### config.mk
export PLATFORM = sky130hd
export DESIGN_NAME = feature_vector_builder
export DESIGN_NICKNAME = d
export VERILOG_FILES = /design/src/rtl/feature_vector_builder.sv
export SDC_FILE = /design/constraint.sdc
export NUM_CORES = 1
export LEC_CHECK = 0
export BUFFER_PORTS_ARGS = -buffer_cell sky130_fd_sc_hd__buf_2
export CAP_MARGIN = 0
export CORE_AREA = 2 2 533 535
export CTS_BUF_LIST = sky130_fd_sc_hd__clkbuf_16
export CTS_CLUSTER_SIZE = 8
export DETAILED_ROUTE_END_ITERATION = 8
export DIE_AREA = 0 0 535 537
export GPL_TIMING_DRIVEN = 0
export PLACE_DENSITY_LB_ADDON = 0.15
export SYNTH_ARGS = -nofsm -noshare
export SYNTH_HDL_FRONTEND = slang
export SYNTH_SLANG_ARGS = --single-unit
### constraint.sdc
create_clock -name clk -period 3.3 [get_ports clk]
set_input_delay 0.66 -clock clk [delete_from_list [all_inputs] [get_ports clk]]
set_output_delay 0.66 -clock clk [all_outputs]
set_load 0.01 [all_outputs]
### src/rtl/feature_vector_builder.sv
// Feature vector builder: gathers N_FEAT-2 stream samples behind a fixed bias/zero pair.
// Optional macro FVB_SLIDING_EN selects a stride-1 sliding window instead of block fill.
module feature_vector_builder #(
   parameter int DATA_W   = 32,
   parameter int N_FEAT   = 41,
   parameter int BIAS_VAL = 1,
   parameter int CNT_W    = 16
) (
   input  logic                     clk,
   input  logic                     rst_n,
   input  logic                     pix_valid,
   output logic                     pix_ready,
   input  logic [DATA_W-1:0]        pix_data,
   input  logic                     pix_last,
   output logic                     vec_valid,
   input  logic                     vec_ready,
   output logic [N_FEAT*DATA_W-1:0] xarray,
   output logic                     frame_err,
   output logic [CNT_W-1:0]         vec_count
);

   localparam int N_SAMP = N_FEAT - 2;
   localparam int CW     = $clog2(N_SAMP + 1);
   localparam logic [CW-1:0] LAST_IDX = CW'(N_SAMP - 1);

   logic [N_SAMP-1:0][DATA_W-1:0] samp_q, samp_d;
   logic [CW-1:0]                 cnt_q, cnt_d;
   logic [CNT_W-1:0]              vcnt_q, vcnt_d;
   logic                          accept;
   logic                          handoff;

   assign accept    = pix_valid && pix_ready;
   assign handoff   = vec_valid && vec_ready;
   assign xarray    = {samp_q, DATA_W'(0), DATA_W'(BIAS_VAL)};
   assign vec_count = vcnt_q;

   always_ff @(posedge clk or negedge rst_n) begin
      if (!rst_n) begin
         samp_q <= '0;
         cnt_q  <= '0;
         vcnt_q <= '0;
      end else begin
         samp_q <= samp_d;
         cnt_q  <= cnt_d;
         vcnt_q <= vcnt_d;
      end
   end

`ifdef FVB_SLIDING_EN
   logic vvalid_q, vvalid_d;

   assign pix_ready = !vvalid_q || vec_ready;
   assign vec_valid = vvalid_q;
   assign frame_err = 1'b0;

   // The fill count saturates at N_SAMP; once the window is full every accept yields a vector.
   always_comb begin
      samp_d   = samp_q;
      cnt_d    = cnt_q;
      vvalid_d = vvalid_q;
      vcnt_d   = vcnt_q;
      if (handoff) begin
         vvalid_d = 1'b0;
         vcnt_d   = vcnt_q + 1'b1;
      end
      if (accept) begin
         samp_d   = {pix_data, samp_q[N_SAMP-1:1]};
         vvalid_d = (cnt_q >= LAST_IDX);
         if (pix_last)
            cnt_d = '0;
         else if (cnt_q != CW'(N_SAMP))
            cnt_d = cnt_q + 1'b1;
      end
   end

   always_ff @(posedge clk or negedge rst_n) begin
      if (!rst_n)
         vvalid_q <= 1'b0;
      else
         vvalid_q <= vvalid_d;
   end
`else
   typedef enum logic {FILL, HOLD} state_t;

   state_t state_q, state_d;
   logic   err_q, err_d;

   assign pix_ready = (state_q == FILL);
   assign vec_valid = (state_q == HOLD);
   assign frame_err = err_q;

   // An early pix_last drops its sample and restarts the fill; stale elements are never presented.
   always_comb begin
      state_d = state_q;
      samp_d  = samp_q;
      cnt_d   = cnt_q;
      vcnt_d  = vcnt_q;
      err_d   = 1'b0;
      case (state_q)
         FILL: begin
            if (accept) begin
               if (pix_last && (cnt_q != LAST_IDX)) begin
                  err_d = 1'b1;
                  cnt_d = '0;
               end else begin
                  samp_d[cnt_q] = pix_data;
                  if (cnt_q == LAST_IDX) begin
                     state_d = HOLD;
                     cnt_d   = '0;
                  end else begin
                     cnt_d = cnt_q + 1'b1;
                  end
               end
            end
         end
         HOLD: begin
            if (handoff) begin
               state_d = FILL;
               cnt_d   = '0;
               vcnt_d  = vcnt_q + 1'b1;
            end
         end
         default: state_d = FILL;
      endcase
   end

   always_ff @(posedge clk or negedge rst_n) begin
      if (!rst_n) begin
         state_q <= FILL;
         err_q   <= 1'b0;
      end else begin
         state_q <= state_d;
         err_q   <= err_d;
      end
   end
`endif

endmodule
==> results.py <==
metrics = {
    "drt": {
        "post-route-drc-count": 0,
        "wirelength_mm": 240.7,
        "vias": 31420,
        "ant_nets": 0,
        "viasPerCell": 3.766,
        "drt_iter0_drc": 1041,
        "wl_per_cell_um": 28.85,
        "firstDrtPassIters": 5,
    },
    "place": {
        "gp_congestion": 0.7473,
        "io_buffer_count": 1271,
        "dp_hpwl_mm": 182.3,
        "placed_cells": 8087,
    },
    "logic_synthesis": {
        "syn_area_um2": 48410,
        "synth_compound_area_share_pct": 0.2507,
        "synth_cells": 2983,
        "synthMuxAreaShare_pct": 29.05,
        "synth_top_family_by_area": "multiplexers",
        "synth_top_area_share_pct": 65.75,
        "yosysMostFrequentCell": "dfrtp_1",
        "yosys-top-cells-count": "dfrtp_1, mux2_2, clkbuf_1, buf_2, buf_4",
        "avgSynthCellArea_um2": 16.23,
        "synth.area.top_cells": "dfrtp_1, mux2_2, buf_4",
        "synth_edf_count": 0,
        "synth_simple_gate_area_share_pct": 1.155,
        "synth-xor-area-share_pct": 0.3256,
        "ys_seq_area_share_pct": 65.75,
        "ys_warn_count": 0,
        "synthAdderAreaFrac_pct": 0.07753,
        "async_flop_share_pct": 100.0,
        "ys_ff_latch": 1272,
        "synth_cell_type_count": 38,
        "synth_top_area_cell": "dfrtp_1",
        "ys.flop_type": "dfrtp_1",
    },
    "clock_tree": {
        "root_buffer": "clkbuf_16",
        "clock_path_buffers": 4,
        "cts_max_level": 4,
        "cts_made_buffers": 185,
        "cts.sinks": 1272,
        "clock_latency_ns": 0.88,
        "clk_pin_slew_worst_paths_ns": 0.05,
        "cts_tree": "yes",
    },
    "floorplan": {
        "die_w_um": 535,
        "core_um2": 281300,
        "fp-row-count": 195,
        "die_area_um2": 287300,
        "ioPinCount": 1368,
        "die_y_um": 537,
        "initial_core_util_pct": 17.21,
    },
    "setup_path": {
        "critPathArrivalTime_ns": 3.86,
        "critPathCaptureType": "flop",
        "rr_startpoint": "vec_valid",
        "cpPeakStageDelay_ns": 0.68,
        "critPathKind": "flop to flop",
        "cp_data_required_time_ns": 4.01,
        "path_max_fanout": 10,
        "crit_buf_inv": 2,
        "critPathLaunchType": "flop",
        "cp_slowest_cell": "nand2_1",
        "critPathLaunch": "vec_valid",
        "cp_top_family": "simple AND/OR/NAND/NOR gates",
        "path_cells": "nand2b_1, buf_2, nor4b_4, nand2_1, buf_1, mux2_2",
    },
    "sta": {
        "finalClockSkew_ns": 0.06149,
        "layout_worst_path_cycle_share_pct": 95.56,
        "worstMarginPinSlew_ns": 1.225,
        "final.min_clock_period_ns": 3.154,
        "hold_viol": 0,
        "drv_slew": 0,
        "setup_violations": 0,
        "max_freq_mhz": 317.1,
        "rsz0062_at_grt": "false",
        "maxSlewHeadroom_pct": 18.36,
    },
    "status": {
        "outcome": "finished clean",
    },
    "finish": {
        "final_util_pct": 23.33,
        "fin_cells": 8343,
        "area_delta_synth_final_pct": 35.54,
        "final_nets": 4580,
        "drive_gt1_share_pct": 63.95,
    },
    "worst_hold_path": {
        "holdCritPathClass": "input port to flop",
        "min_from": "pix_data[22]",
    },
    "grt": {
        "grt_util_all_layers_pct": 16.25,
        "grt_pass1_wl_mm": 316.2,
        "overflow": 0,
        "antenna_found_initial": 61,
        "grt_max_degree": 151,
        "grt_pass1_vias": 32990,
    },
    "pwr": {
        "power_density_nw_per_um2": 588.8,
        "p_leak_nw": 35.48,
        "peakVddDrop_mv": 0.3922,
        "power_mw": 38.64,
    },
    "flow_run": {
        "drv_cap": 0,
    },
}
-- cell usage in the layout, fill, tap and decap left out, drive strengths merged, types with 3 or more instances in the layout --
cell type  instances
and3b              3
mux2            1249
buf             1488
a21boi             3
dfrtp           1272
conb              64
o21ai             10
nor2              21
clkinv            13
or3                3
a21oi              3
and2               6
xnor2             13
nand4              5
nor3               5
and4               3
diode             31
clkbuf           326
nand2             31
xor2               5
nand2b             4
ha                 3
nand4b             3
nand3              6
inv               15
-- report_power, final --
group / total (mW) / internal [mW] / switching [mW]
Combinational: 4.08 / 1.55 / 2.53
Clock: 17.5 / 10.1 / 7.37
Sequential: 17.1 / 16.6 / 0.470
Total: 38.6 / 28.3 / 10.4
-- state kept, by name, indices dropped and copies added (netlist names) --
signal / flops
cnt_q: 6
frame_err: 1
vec_count: 16
vec_valid: 1
xarray: 1248
-- cells by family (layout without fill, tap and decap cells) --
family,after synthesis,in the layout
flip-flops,1272,1272
multiplexers,1249,1249
buffers and inverters,324,1848
AND/OR/NAND/NOR,99,99
XOR/XNOR,18,18
AO/OA/AOI/OAI,16,16
adder cells (fa/ha/maj),3,3
other,2,95
-- stage by stage --
step	area, um^2	hold slack, ns	TNS, ns	setup slack [ns]
3_3_place_gp	59690	0.4635	-	-30.20
3_5_place_dp	60380	0.4694	-240.52	-0.6991
6_report	65620	0.1196	0	0.1464
2_1_floorplan	48650	0.3644	0	1.028
5_1_grt	65580	0.07217	0	0.001279
4_1_cts	65490	0.03547	0	0.007345
-- final timing paths --
| path | endpoint | slack, ns | depth (start not counted) |
|---|---|---|---|
| worst min register to register | vec_count[15] | 0.47 | 1 |
| min in group asynchronous | xarray[407] | 0.52 | 3 |
| worst max-delay path | xarray[188] | 0.15 | 6 |
| worst max register to register | xarray[188] | 0.15 | 6 |
| worst min-delay path | xarray[1142] | 0.12 | 2 |
| max in group asynchronous | xarray[1035] | 0.23 | 6 |
-- routing by layer --
layer	up-vias	share of wire [%]	global-route usage [%]
met5	-	0	0
li1	13370	-	-
met3	332	11	7.435
met2	1358	48	27.19
met4	0	2.9	4.633
met1	16360	38	18.54
-- final cells by class --
cell class,instances,area (um^2)
Timing Repair Buffer,1308,7134
Inverter,3,11.26
Fill cell,30010,215700
Antenna cell,31,77.57
Buffer,321,1665
Multi-Input combinational cell,1449,15250
Sequential cell,1272,31830
Clock inverter,27,237.7
Tap cell,3743,4683
Clock buffer,189,4730
-- repair_timing --
action,in CTS,in global routing
buffers inserted,4,0
cloned,0,2
endpoints found under the hold margin,85,0
setup endpoints to repair,256,277
gates resized for setup,16,2
hold buffers,3,0
pin swaps,2,0
No activity file was read; power rests on OpenSTA's default activity.
